--- src/rtl/keypad_scan.sv ---
// 4x4 matrix keypad scanner: column drive, row synchroniser, per-frame classification,
// press/release debounce and a valid/ack key-event handshake with overrun flag.
module keypad_scan #(
    parameter int unsigned SCAN_DIV       = 2048,
    parameter int unsigned DEBOUNCE_SCANS = 4
) (
    input  logic       clk,
    input  logic       rst,
    input  logic [3:0] row_in,
    input  logic       key_ack,
    output logic [3:0] col_out,
    output logic [3:0] key_code,
    output logic       key_valid,
    output logic       key_held,
    output logic       overrun
);

    localparam int unsigned PW = $clog2(SCAN_DIV);
    localparam int unsigned CW = $clog2(DEBOUNCE_SCANS + 1);

    typedef enum logic [1:0] {
        ST_IDLE,
        ST_DEBOUNCE,
        ST_PRESSED
    } state_t;

    state_t          state;
    logic [PW-1:0]   presc;
    logic [1:0]      col;
    logic [3:0]      row_s1;
    logic [3:0]      row_s2;
    logic [1:0]      acc_cnt;
    logic [3:0]      acc_code;
    logic [3:0]      cand;
    logic [CW-1:0]   deb_cnt;
    logic [CW-1:0]   rel_cnt;

    logic            tick;
    logic            frame_end;
    logic [3:0]      hits;
    logic [2:0]      col_cnt;
    logic [1:0]      col_row;
    logic [2:0]      tot;
    logic            fr_none;
    logic            fr_single;
    logic [3:0]      fr_code;
    logic            press_ev;

    // Frame classification including the column being sampled on this tick
    always_comb begin
        tick      = (presc == PW'(SCAN_DIV - 1));
        frame_end = tick && (col == 2'd3);
        hits      = ~row_s2;
        col_cnt   = 3'(hits[0]) + 3'(hits[1]) + 3'(hits[2]) + 3'(hits[3]);
        col_row   = 2'd0;
        for (int r = 0; r < 4; r++) begin
            if (hits[r]) col_row = 2'(r);
        end
        tot       = 3'(acc_cnt) + col_cnt;
        fr_none   = (tot == 3'd0);
        fr_single = (tot == 3'd1);
        fr_code   = (col_cnt != 3'd0) ? {col_row, col} : acc_code;
        press_ev  = 1'b0;
        if (frame_end && fr_single) begin
            if (state == ST_IDLE && DEBOUNCE_SCANS == 1)
                press_ev = 1'b1;
            else if (state == ST_DEBOUNCE && fr_code == cand &&
                     (deb_cnt + CW'(1)) == CW'(DEBOUNCE_SCANS))
                press_ev = 1'b1;
        end
    end

    // Prescaler, column drive, row synchroniser and frame accumulators
    always_ff @(posedge clk or posedge rst) begin
        if (rst) begin
            presc    <= '0;
            col      <= 2'd0;
            col_out  <= 4'b1110;
            row_s1   <= 4'b1111;
            row_s2   <= 4'b1111;
            acc_cnt  <= 2'd0;
            acc_code <= 4'd0;
        end else begin
            row_s1 <= row_in;
            row_s2 <= row_s1;
            if (tick) begin
                presc   <= '0;
                col     <= col + 2'd1;
                col_out <= ~(4'b0001 << (col + 2'd1));
                if (frame_end) begin
                    acc_cnt  <= 2'd0;
                    acc_code <= 4'd0;
                end else begin
                    acc_cnt <= (tot >= 3'd2) ? 2'd2 : tot[1:0];
                    if (col_cnt != 3'd0) acc_code <= fr_code;
                end
            end else begin
                presc <= presc + PW'(1);
            end
        end
    end

    // Debounce FSM, evaluated once per frame end
    always_ff @(posedge clk or posedge rst) begin
        if (rst) begin
            state    <= ST_IDLE;
            cand     <= 4'd0;
            deb_cnt  <= '0;
            rel_cnt  <= '0;
            key_held <= 1'b0;
        end else if (frame_end) begin
            case (state)
                ST_IDLE: begin
                    if (fr_single) begin
                        cand    <= fr_code;
                        deb_cnt <= CW'(1);
                        rel_cnt <= '0;
                        if (DEBOUNCE_SCANS == 1) begin
                            state    <= ST_PRESSED;
                            key_held <= 1'b1;
                        end else begin
                            state <= ST_DEBOUNCE;
                        end
                    end
                end
                ST_DEBOUNCE: begin
                    if (fr_single && fr_code == cand) begin
                        deb_cnt <= deb_cnt + CW'(1);
                        if (press_ev) begin
                            state    <= ST_PRESSED;
                            key_held <= 1'b1;
                            rel_cnt  <= '0;
                        end
                    end else if (fr_single) begin
                        cand    <= fr_code;
                        deb_cnt <= CW'(1);
                    end else begin
                        state <= ST_IDLE;
                    end
                end
                ST_PRESSED: begin
                    if (fr_none) begin
                        if ((rel_cnt + CW'(1)) == CW'(DEBOUNCE_SCANS)) begin
                            state    <= ST_IDLE;
                            key_held <= 1'b0;
                            rel_cnt  <= '0;
                        end else begin
                            rel_cnt <= rel_cnt + CW'(1);
                        end
                    end else begin
                        rel_cnt <= '0;
                    end
                end
                default: begin
                    state    <= ST_IDLE;
                    key_held <= 1'b0;
                end
            endcase
        end
    end

    // Event handshake; a press with a simultaneous ack keeps the event pending
    always_ff @(posedge clk or posedge rst) begin
        if (rst) begin
            key_code  <= 4'd0;
            key_valid <= 1'b0;
            overrun   <= 1'b0;
        end else if (press_ev) begin
            key_code  <= fr_code;
            key_valid <= 1'b1;
            if (key_valid && !key_ack) overrun <= 1'b1;
        end else if (key_valid && key_ack) begin
            key_valid <= 1'b0;
            overrun   <= 1'b0;
        end
    end

endmodule

--- config.mk ---
export PLATFORM = sky130hd
export DESIGN_NAME = keypad_scan
export DESIGN_NICKNAME = d
export VERILOG_FILES = /design/src/rtl/keypad_scan.sv
export SDC_FILE = /design/constraint.sdc
export NUM_CORES = 1
export LEC_CHECK = 0
export CORE_ASPECT_RATIO = 0.75
export CORE_MARGIN = 5
export CORE_UTILIZATION = 63
export CTS_BUF_LIST = sky130_fd_sc_hd__clkbuf_16
export DETAILED_ROUTE_END_ITERATION = 7
export PLACE_DENSITY = 0.85
export SLEW_MARGIN = 40
export SYNTH_ARGS = -nofsm -noshare
export SYNTH_HDL_FRONTEND = slang
export SYNTH_SLANG_ARGS = --single-unit
export TNS_END_PERCENT = 10
--- constraint.sdc ---
create_clock -name clk -period 6.4 [get_ports clk]
set_input_delay 1.28 -clock clk [delete_from_list [all_inputs] [get_ports clk]]
set_output_delay 1.28 -clock clk [all_outputs]
set_load 0.02 [all_outputs]
==> results.json <==
{
  "critPathMaxStageDelay_ns": 0.60,
  "grt_pass1_wl_mm": 8.64,
  "whs_path_depth": 0,
  "gp_congestion": 0.860,
  "rows": 20,
  "cp_top_family": "adder cells",
  "postLayoutCellArea_um2": 2920,
  "core-area_um2": 4000,
  "clk-insertion-delay-late_ns": 0.29,
  "dp_cells": 303,
  "period_share_pct": 58.7,
  "cts_tree": "done",
  "portBuffers": 17,
  "synthesis.area_um2": 2560,
  "fin_setup_tns_ns": 0,
  "synthXorXnorAreaFrac_pct": 6.20,
  "ff2ff_path_depth": 10,
  "cts.clk_slew.worst_paths_ns": 0.06,
  "async_reset_ff_share_pct": 100,
  "drtIter0Drc": 157,
  "ctsLongestPathBuffers": 2,
  "combinationalPowerShare_pct": 10.0,
  "final_util_pct": 72.9,
  "hold_buffers": 0,
  "skew_ns": 0.00918,
  "start_util_pct": 64.1,
  "hold_path_class": "flip-flop to flip-flop",
  "drc": 0,
  "rsz0062_at_grt": "no",
  "diodes": 0,
  "cts_resized": 0,
  "tightest_slew_ns": 0.714,
  "end_kind": "flip-flop",
  "post-synth-top-area-cell": "dfrtp_1",
  "p_leak_nw": 1.32,
  "synth_compound_area_share_pct": 12.4,
  "placed_area_um2": 2780,
  "synth_fa_ha_area_share_pct": 7.41,
  "num_vias": 1836,
  "fin_nets": 276,
  "synth_top_area_share_pct": 38.0,
  "pin_count": 18,
  "drt_first_pass_iters": 4,
  "h-tree-depth": 2,
  "grt_usage_pct": 20.0,
  "root_buffer": "clkbuf_16",
  "fin_crit_ns": 3.76,
  "dieArea_um2": 5460,
  "hp-start": "row_s1[3]$_DFF_PP1_",
  "ir_worst_vdd_mv": 0.179,
  "overflow": 0,
  "synth.distinct_cells": 49,
  "clock_sinks": 50,
  "grt_max_degree": 51,
  "synth_cells": 236,
  "maxCapViolCount": 0,
  "postCtsSetupBuffers": 0,
  "synth_seq_cells": 50,
  "area_delta_synth_final_pct": 13.8,
  "r2r_end": "key_code[1]$_DFFE_PP0P_",
  "synthFlopType": "dfrtp_1",
  "worstPathRequired_ns": 6.57,
  "fmax_mhz": 266,
  "cts-buffers-inserted": 5,
  "worstPathArrival_ns": 3.92,
  "layout-drive-gt1-share_pct": 12.5,
  "synth_top_family_by_area": "simple AND/OR/NAND/NOR gates",
  "yosysWarnings": 0,
  "power.internal_mw": 0.485,
  "cp_slowest_cell": "dfstp_2",
  "worst_setup_path_start_kind": "flip-flop",
  "antenna_found_initial": 0,
  "drt_wl_total_mm": 4.98,
  "holdWs_ns": 0.357,
  "crit_chain": "inv_1 > fa_1 > ha_1 > ha_1 > fa_1 > xnor2_1 > nand2_1 > nor3_1 > nand4_4 > mux2_2",
  "drtAntennaViolNets": 0,
  "ys_seq_area_share_pct": 49.3,
  "wl_per_cell_um": 16.0,
  "via_per_inst": 5.90,
  "holdPathEnd": "row_s2[3]$_DFF_PP1_",
  "avgSynthCellArea_um2": 10.9,
  "grt_pass1_vias": 1844,
  "path_class": "flip-flop to flip-flop",
  "setup_violations": 0,
  "syn_nets": 257,
  "worstPathMaxFanout": 9,
  "p_seq_share_pct": 50.5,
  "status": "finished clean",
  "r2r_slack_ns": 2.64,
  "timing.critical_path.buf_inv": 1,
  "die_y_um": 65.3,
  "relSlewSlack_pct": 52.0,
  "synth_edf_count": 0,
  "post_synth_and_or_nand_nor_area_fraction_pct": 16.8,
  "final_cells": 311,
  "die_w_um": 83.7,
  "worstReg2RegStart": "row_s2[3]$_DFF_PP1_",
  "powerDensity_nw_per_um2": 219,
  "hold_violations": 0,
  "netlist_top_cells_area": "dfrtp_1, dfstp_2, ha_1",
  "drv_slew": 0,
  "clock_power_share_pct": 39.5,
  "swShare_pct": 24.0,
  "p_sw_mw": 0.153,
  "synthMuxAreaShare_pct": 4.34,
  "hpwl_mm": 3.49
}
==> power by group through the flow <==
stage / logic, mW / clock network, mW / registers, mW
global placement: 0.0592 / 0 / 0.328
global route: 0.0704 / 0.271 / 0.323
detailed placement: 0.0624 / 0 / 0.328
floorplan: 0.0489 / 0 / 0.328
CTS: 0.0634 / 0.254 / 0.322
finish: 0.0638 / 0.252 / 0.322
==> layout by cell type, fill, tap and decap left out, types with 2 or more instances in the layout <==
| cell type | Yosys | routed |
|---|---|---|
| a21o_1 | 4 | 4 |
| a21oi_1 | 7 | 7 |
| a31o_2 | 2 | 2 |
| a31oi_1 | 3 | 3 |
| a41oi_1 | 2 | 2 |
| and2_1 | 3 | 3 |
| and3_1 | 2 | 2 |
| and4_1 | 4 | 4 |
| clkbuf_16 | 0 | 5 |
| clkdlybuf4s50_1 | 0 | 17 |
| dfrtp_1 | 39 | 39 |
| dfstp_2 | 11 | 11 |
| fa_1 | 2 | 2 |
| ha_1 | 12 | 12 |
| inv_1 | 16 | 16 |
| mux2_2 | 7 | 7 |
| nand2_1 | 21 | 21 |
| nand2b_1 | 2 | 2 |
| nand3_1 | 7 | 7 |
| nand4_1 | 7 | 7 |
| nand4b_1 | 2 | 2 |
| nor2_1 | 11 | 11 |
| nor2b_1 | 3 | 3 |
| nor3_1 | 8 | 8 |
| nor4_1 | 2 | 2 |
| o211ai_1 | 3 | 3 |
| o21ai_0 | 16 | 16 |
| or3_1 | 2 | 2 |
| xnor2_1 | 10 | 10 |
| xor2_1 | 5 | 5 |
==> how the worst max path moves through the flow <==
stage / slack [ns] / end / from / cells after the start
floorplan: 3.13 / key_code[1]$_DFFE_PP0P_ / row_s2[3]$_DFF_PP1_ / 10
global placement: 2.89 / key_code[2]$_DFFE_PP0P_ / row_s2[3]$_DFF_PP1_ / 10
detailed placement: 2.77 / key_code[2]$_DFFE_PP0P_ / row_s2[3]$_DFF_PP1_ / 10
CTS: 2.67 / key_code[2]$_DFFE_PP0P_ / row_s2[3]$_DFF_PP1_ / 10
global route: 2.47 / key_code[1]$_DFFE_PP0P_ / row_s2[3]$_DFF_PP1_ / 10
finish: 2.64 / key_code[1]$_DFFE_PP0P_ / row_s2[3]$_DFF_PP1_ / 10
==> kinds of logic after synthesis <==
family | after synthesis
buf+inv | 21
compound gates | 47
xor+xnor | 16
simple gates | 79
mux | 9
fa+ha+maj | 14
flops | 50
==> synth_stat cells (2+ instances only) <==
library cell  instances
inv_1                16
o211ai_1              3
a21oi_1               7
a31o_2                2
and3_1                2
nand2b_1              2
nor2b_1               3
nor4_1                2
nand3_1               7
nand4_1               7
nor2_1               11
mux2_2                7
buf_2                 3
xnor2_1              10
o21ai_0              16
xor2_1                5
a21o_1                4
ha_1                 12
dfrtp_1              39
or3_1                 2
a41oi_1               2
dfstp_2              11
a31oi_1               3
nand2_1              21
and4_1                4
fa_1                  2
and2_1                3
nor3_1                8
nand4b_1              2
==> layout make-up <==
type                       count  area, um^2
clock buffer                   5         125
inverter                      16        62.6
clock inverter                 3        16.3
timing repair buffer          17         170
multi-input combinational    165        1210
tap                           55        68.8
sequential                    50        1260
fill                         291        1090
==> stage by stage <==
stage / setup WS (ns) / power [mW]
finish: 2.64 / 0.638
global route: 2.47 / 0.664
CTS: 2.67 / 0.640
detailed placement: 2.77 / 0.390
global placement: 2.89 / 0.387
floorplan: 3.13 / 0.377
==> sequential cells by signal, indices dropped and copies added, names as in the netlist <==
register   count
deb_cnt        3
acc_code       4
rel_cnt        3
cand           4
key_valid      1
acc_cnt        2
key_code       4
row_s1         4
col_out        4
presc         11
row_s2         4
col            2
overrun        1
state          2
key_held       1
==> per-layer routing <==
layer	up-vias	GRT usage, %	part of all wire (%)
met2	50	32.4	47
met3	12	5.01	5.5
met1	895	27.2	47
met4	0	5.42	1.3
met5	-	0	0
li1	879	-	-
Note: power is estimated with default switching activity, not from simulation.
